### config.mk
export PLATFORM = sky130hd
export DESIGN_NAME = id_ex_stage
export DESIGN_NICKNAME = d
export VERILOG_FILES = /design/src/rtl/id_ex_stage.sv
export SDC_FILE = /design/constraint.sdc
export NUM_CORES = 1
export LEC_CHECK = 0
export ABC_CLOCK_PERIOD_IN_PS = 2000
export BUFFER_PORTS_ARGS = -buffer_cell sky130_fd_sc_hd__buf_2
export CORE_AREA = 2 2 124 126
export DETAILED_ROUTE_END_ITERATION = 8
export DIE_AREA = 0 0 126 128
export PLACE_DENSITY = 0.84
export SLEW_MARGIN = 15
export SYNTH_ARGS = -nofsm -noshare
export SYNTH_HDL_FRONTEND = slang
export SYNTH_SLANG_ARGS = --single-unit
export TNS_END_PERCENT = 20
### constraint.sdc
create_clock -name clk_i -period 2 [get_ports clk_i]
set_input_delay 0.4 -clock clk_i [delete_from_list [all_inputs] [get_ports clk_i]]
set_output_delay 0.4 -clock clk_i [all_outputs]
set_load 0.1 [all_outputs]
### src/rtl/id_ex_stage.sv
// id_ex_stage: ID/EX pipeline register with load-use hazard detection.
//
// Captures decoded operands and control from ID every cycle and presents
// them to EX one cycle later. When the instruction in EX is a load whose
// destination is read by the instruction in ID, stall_o holds PC and IF/ID
// for one cycle while a bubble is loaded here. A taken branch/jump
// (flush_i) kills the ID instruction, also by loading a bubble.
//
// Ports:
//   clk_i, rst_n         clock (rising edge), async active-low reset
//   id_*                 decoded instruction from ID
//   wb_regwrite/rd/data  WB write port, bypassed into captured operands
//   flush_i              kill the instruction currently in ID
//   stall_o              combinational load-use stall request
//   ie_*                 registered ID/EX fields consumed by EX/forwarding
//   stall_cnt/flush_cnt  saturating event counters
module id_ex_stage #(
  parameter int DATA_W = 32,
  parameter int CNT_W  = 16
) (
  input  logic              clk_i,
  input  logic              rst_n,
  input  logic              id_valid,
  input  logic [4:0]        id_rs,
  input  logic [4:0]        id_rt,
  input  logic [4:0]        id_rd,
  input  logic [DATA_W-1:0] id_rs_data,
  input  logic [DATA_W-1:0] id_rt_data,
  input  logic [DATA_W-1:0] id_imm,
  input  logic              id_regwrite,
  input  logic              id_memread,
  input  logic              id_memwrite,
  input  logic              id_memtoreg,
  input  logic              id_alusrc,
  input  logic              id_regdst,
  input  logic [3:0]        id_aluctrl,
  input  logic              wb_regwrite,
  input  logic [4:0]        wb_rd,
  input  logic [DATA_W-1:0] wb_data,
  input  logic              flush_i,
  output logic              stall_o,
  output logic              ie_valid,
  output logic [4:0]        ie_rs,
  output logic [4:0]        ie_rt,
  output logic [4:0]        ie_registertowrite,
  output logic [DATA_W-1:0] ie_rs_data,
  output logic [DATA_W-1:0] ie_rt_data,
  output logic [DATA_W-1:0] ie_imm,
  output logic              ie_regwrite,
  output logic              ie_memread,
  output logic              ie_memwrite,
  output logic              ie_memtoreg,
  output logic              ie_alusrc,
  output logic [3:0]        ie_aluctrl,
  output logic [CNT_W-1:0]  stall_cnt,
  output logic [CNT_W-1:0]  flush_cnt
);

  localparam logic [CNT_W-1:0] CNT_MAX = {CNT_W{1'b1}};
  localparam logic [CNT_W-1:0] CNT_ONE = {{(CNT_W-1){1'b0}}, 1'b1};

  logic              valid_q, valid_d;
  logic [4:0]        rs_q, rs_d, rt_q, rt_d, rtw_q, rtw_d;
  logic [DATA_W-1:0] rs_data_q, rs_data_d, rt_data_q, rt_data_d, imm_q, imm_d;
  logic              regwrite_q, regwrite_d, memread_q, memread_d;
  logic              memwrite_q, memwrite_d, memtoreg_q, memtoreg_d;
  logic              alusrc_q, alusrc_d;
  logic [3:0]        aluctrl_q, aluctrl_d;
  logic [CNT_W-1:0]  stall_cnt_q, stall_cnt_d, flush_cnt_q, flush_cnt_d;

  logic use_rt;
  logic hazard;
  logic stall;
  logic bubble;

  // Load-use detection: rt only matters when it is a source (R-type or store data).
  always_comb begin
    use_rt = !id_alusrc || id_memwrite;
    hazard = valid_q && memread_q && (rtw_q != 5'd0) &&
             ((rtw_q == id_rs) || (use_rt && (rtw_q == id_rt))) && id_valid;
    stall  = hazard && !flush_i;
    bubble = flush_i || stall;
  end

  // Next ID/EX contents: datapath always loads, control is cleared on bubble or invalid slot.
  always_comb begin
    rs_d      = id_rs;
    rt_d      = id_rt;
    imm_d     = id_imm;
    alusrc_d  = id_alusrc;
    aluctrl_d = id_aluctrl;
    // A result being written back this cycle is newer than the register file read.
    if (wb_regwrite && (wb_rd != 5'd0) && (wb_rd == id_rs)) begin
      rs_data_d = wb_data;
    end else begin
      rs_data_d = id_rs_data;
    end
    if (wb_regwrite && (wb_rd != 5'd0) && (wb_rd == id_rt)) begin
      rt_data_d = wb_data;
    end else begin
      rt_data_d = id_rt_data;
    end
    if (!bubble && id_valid) begin
      valid_d    = 1'b1;
      regwrite_d = id_regwrite;
      memread_d  = id_memread;
      memwrite_d = id_memwrite;
      memtoreg_d = id_memtoreg;
      rtw_d      = id_regdst ? id_rd : id_rt;
    end else begin
      valid_d    = 1'b0;
      regwrite_d = 1'b0;
      memread_d  = 1'b0;
      memwrite_d = 1'b0;
      memtoreg_d = 1'b0;
      rtw_d      = 5'd0;
    end
  end

  // Saturating stall/flush event counters.
  always_comb begin
    if (stall && (stall_cnt_q != CNT_MAX)) begin
      stall_cnt_d = stall_cnt_q + CNT_ONE;
    end else begin
      stall_cnt_d = stall_cnt_q;
    end
    if (flush_i && (flush_cnt_q != CNT_MAX)) begin
      flush_cnt_d = flush_cnt_q + CNT_ONE;
    end else begin
      flush_cnt_d = flush_cnt_q;
    end
  end

  // ID/EX state and counter registers.
  always_ff @(posedge clk_i or negedge rst_n) begin
    if (!rst_n) begin
      valid_q     <= 1'b0;
      rs_q        <= 5'd0;
      rt_q        <= 5'd0;
      rtw_q       <= 5'd0;
      rs_data_q   <= {DATA_W{1'b0}};
      rt_data_q   <= {DATA_W{1'b0}};
      imm_q       <= {DATA_W{1'b0}};
      regwrite_q  <= 1'b0;
      memread_q   <= 1'b0;
      memwrite_q  <= 1'b0;
      memtoreg_q  <= 1'b0;
      alusrc_q    <= 1'b0;
      aluctrl_q   <= 4'd0;
      stall_cnt_q <= {CNT_W{1'b0}};
      flush_cnt_q <= {CNT_W{1'b0}};
    end else begin
      valid_q     <= valid_d;
      rs_q        <= rs_d;
      rt_q        <= rt_d;
      rtw_q       <= rtw_d;
      rs_data_q   <= rs_data_d;
      rt_data_q   <= rt_data_d;
      imm_q       <= imm_d;
      regwrite_q  <= regwrite_d;
      memread_q   <= memread_d;
      memwrite_q  <= memwrite_d;
      memtoreg_q  <= memtoreg_d;
      alusrc_q    <= alusrc_d;
      aluctrl_q   <= aluctrl_d;
      stall_cnt_q <= stall_cnt_d;
      flush_cnt_q <= flush_cnt_d;
    end
  end

  assign stall_o            = stall;
  assign ie_valid           = valid_q;
  assign ie_rs              = rs_q;
  assign ie_rt              = rt_q;
  assign ie_registertowrite = rtw_q;
  assign ie_rs_data         = rs_data_q;
  assign ie_rt_data         = rt_data_q;
  assign ie_imm             = imm_q;
  assign ie_regwrite        = regwrite_q;
  assign ie_memread         = memread_q;
  assign ie_memwrite        = memwrite_q;
  assign ie_memtoreg        = memtoreg_q;
  assign ie_alusrc          = alusrc_q;
  assign ie_aluctrl         = aluctrl_q;
  assign stall_cnt          = stall_cnt_q;
  assign flush_cnt          = flush_cnt_q;

endmodule
==> results.txt <==
The run finished, with violations left. The checks that failed: negative setup slack. The core region is 14900 um^2. The aggregate global-route resource usage is 20.0%. The final critical path takes up 116% of the cycle. The synthesized area per cell is 15.2 um^2. Counting every sink on the clock net gives 153. The total length of routed wires is 16.4 mm.

OpenSTA, run right after detailed placement, puts the worst setup slack at -0.0635 ns. The final count of hold timing violations came to 0. The first-pass iteration count of the detailed router came out at 4. The number of register bits inferred by synthesis is 153. The cell family contributing the most delay on the critical path is flip-flops.

Total power for the finished layout comes to 9.16 mW. The height of the die came out at 128 um. The weighted congestion reported at the end of routability-driven placement came out at 0.796. The setup slack after layout is -0.317 ns. The detailed-route via count is 4361.

The post-synthesis net count is 548. The number of synthesized flops with an enable pin came out at 0. The placed instances occupy a cell area of 7840 um^2. The top fanout value on the critical path is 2. The count of routing violations after the opening detailed-route iteration is 173. Setup repair after global routing could not meet its margin everywhere. The measured slew at the worst slew-check pin is 0.552 ns. The cell count after synthesis is 383. In the post-synthesis netlist, the biggest area contributors are dfrtp_1 66%, mux2_2 11%, xnor2_1 3.5%, xor2_1 3.3%, mux2_4 2.8%. The later pin in the worst-skew pair is clocked with a latency of 0.41 ns.

The depth of the critical timing path with buffers and inverters included came out at 5. The I/O pin total came out at 317. The H-tree was split into 4 levels. The clock passes through at most 2 buffers. The first-pass GRT wire length came out at 24.5 mm. STA classifies the critical path endpoint as a primary output. The tightest slew margin relative to the limit came out at 63.4%. Counting both buffers and inverters, the worst setup path holds a total of 1. The CTS buffer count came out at 17. After synthesis, flip-flops and latches occupy 65.7% of the total area. dfrtp_1 is the most common cell in the netlist. The final antenna-violating net count came out at 0. The worst setup path is launched from a flop. The worst register-to-register path has a depth of 8. The final max-slew violation count is 0. The setup clock skew after layout came out at 0.00779 ns. The cell area that synthesis handed to floorplanning was 5830 um^2. The min-delay analysis places its worst path in the category input pin to flop. The clock transition at the registers of the reported paths is 0.06 ns. The met3 routed wirelength is 993 um. The DRC violation count after routing came out at 0. The slowest stage of the critical path belongs to the cell dfrtp_4.

The highest metal layer with signal wires is met5. The total non-filler cell area in the finished layout came out at 8570 um^2. The cell depth of the worst min-delay path is 1. The distinct cell type count after synthesis is 37. The clock tree root driver cell is clkbuf_16. The net count of the finished layout is 896. The arrival time at the worst endpoint is 1.92 ns. TritonCTS built the clock tree.

The fraction of layout instances using a drive strength above 1 came out at 65.3%. The number of global-route vias before repair was 4594. Relative to the synthesized area, the layout overhead comes to 47.0%. The final number of setup-violating endpoints came out at 22. The met1 layer wirelength in the final routing is 6.25 mm.

The critical path goes through xor2_2 > nor4_2 > a22oi_2 > nor2_4 > buf_12. The x dimension of the die came out at 126 um. On the final layout, the worst hold slack is 0.0840 ns. The endpoint required time on the critical path is 1.60 ns. The top cell type's share of synthesized area came out at 65.7%. For this run, the slowest stage of the critical path takes 0.50 ns. Entering global routing, the biggest net connects 53 pins.

By startpoint and endpoint, the worst setup path is classified as flop to primary output. The post-synthesis async set-or-reset flop share came out at 100%. The half-perimeter wire length after detailed placement came out at 12.5 mm.

The die area came out at 16100 um^2. The shortest clock period the worst path allows after layout is 2.32 ns. The largest vdd supply drop came out at 1470 uV. The number of antenna violations at the first check in global routing came out at 2. The initial standard-cell utilization of the core came out at 39.2%. The number of warnings printed during yosys synthesis came out at 0. The leakage power came out at 4.30 nW.

Among all flip-flop cells after synthesis, the most frequent one is dfrtp_1. The power density over the cells came out at 1070 nW/um^2. The number of maximum-capacitance violations is 0.

In this run the tool buffered the top-level ports with 316 buffer cells. The achievable clock frequency came out at 432 MHz. The global route total overflow came out at 0.

Sorting the synthesized cells by how often they occur yields 153 x dfrtp_1, 57 x mux2_2, 23 x xnor2_1. The leading area contributor after synthesis is dfrtp_1. In the routed layout, each cell is associated on average with a via count of 4.67.

Detailed routing placed a total of 9.00 mm of wire on met2. The average wire length per cell after detail routing is 17.6 um. The fill cell total of the finished layout came out at 1209. The number of core rows came out at 45.
==> worst paths after layout <==
kind                                        from             to  slack [ns]
setup reg to reg           ie_registertowrite[4]  stall_cnt[15]       -0.22
hold reg to reg                     stall_cnt[6]   stall_cnt[6]        0.48
hold / removal                         id_imm[9]      ie_imm[9]        0.08
max in group asynchronous                  rst_n   stall_cnt[8]        0.93
min in group asynchronous                  rst_n   stall_cnt[1]        0.46
setup / recovery           ie_registertowrite[4]        stall_o       -0.32
==> layer usage <==
layer / track usage, % / up-vias
met5: 0 / -
met4: 6.40 / 2
met3: 6.09 / 14
met2: 35.7 / 177
met1: 23.0 / 2155
li1: - / 2013
==> metrics by stage <==
stage | utilization, % | cells | TNS (ns)
2_1_floorplan | - | 383 | -3.26
3_3_place_gp | 52.7 | 894 | -0.106
3_5_place_dp | 52.7 | 894 | -1.06
4_1_cts | 57.2 | 931 | -0.802
5_1_grt | 57.6 | 933 | -4.61
6_report | 57.6 | 933 | -2.48
==> kinds of logic after synthesis <==
logic type | count (synthesis) | share of synthesized area (%)
buffers and inverters | 15 | 1.87
multiplexers | 74 | 14.9
adder cells (fa/ha/maj) | 2 | 0.429
XOR/XNOR | 45 | 6.76
flip-flops | 153 | 65.7
AND/OR/NAND/NOR | 88 | 9.25
AO/OA/AOI/OAI | 6 | 1.14
==> where the power goes <==
| group | leakage [nW] | internal, mW | total, mW | switching [mW] |
|---|---|---|---|---|
| combinational | 2.19 | 0.454 | 2.33 | 1.88 |
| sequential | 1.82 | 3.30 | 3.43 | 0.130 |
| clock | 0.295 | 2.10 | 3.40 | 1.29 |
==> layout make-up <==
type | instances | area [um^2] | share of cell area, %
Inverter | 6 | 22.5 | 0.263
Multi-Input combinational cell | 215 | 1970 | 23.0
Clock buffer | 19 | 433 | 5.05
Antenna cell | 1 | 2.50 | 0.0292
Tap cell | 188 | 235 | 2.75
Timing Repair Buffer | 338 | 1840 | 21.5
Sequential cell | 153 | 3870 | 45.2
Clock inverter | 13 | 191 | 2.23
==> flip-flops by register name (all words and copies together) (netlist names), 4 cells and up <==
signal and cells:
stall_cnt 16, ie_registertowrite 5, ie_rs 5, ie_rs_data 32, ie_aluctrl 4, flush_cnt 16
ie_rt_data 32, ie_rt 5, ie_imm 32
==> what timing repair did <==
item                                    in CTS  in global routing
hold endpoints to repair                    35                  0
hold buffers                                 1                  0
cloned                                       0                  0
resized for setup                            0                 12
endpoints found under the setup margin       2                 22
pin swaps                                    2                  7
setup buffers                                4                  1
==> cell usage in the layout (no fill, tap or decap), types with 5 or more instances in the layout <==
cell | netlist | layout
nand4_1 | 9 | 9
mux2i_1 | 6 | 6
nor2_1 | 18 | 17
dfrtp_1 | 153 | 128
buf_2 | 0 | 314
nand2_1 | 11 | 9
buf_12 | 0 | 6
mux2_2 | 57 | 57
xnor2_1 | 23 | 23
clkbuf_16 | 0 | 17
nand3_1 | 15 | 11
xor2_1 | 22 | 21
dfrtp_2 | 0 | 19
and3_1 | 8 | 5
dfrtp_4 | 0 | 6
mux2_4 | 11 | 11
buf_4 | 0 | 14
inv_1 | 6 | 6
No activity file was read; power rests on OpenSTA's default activity.
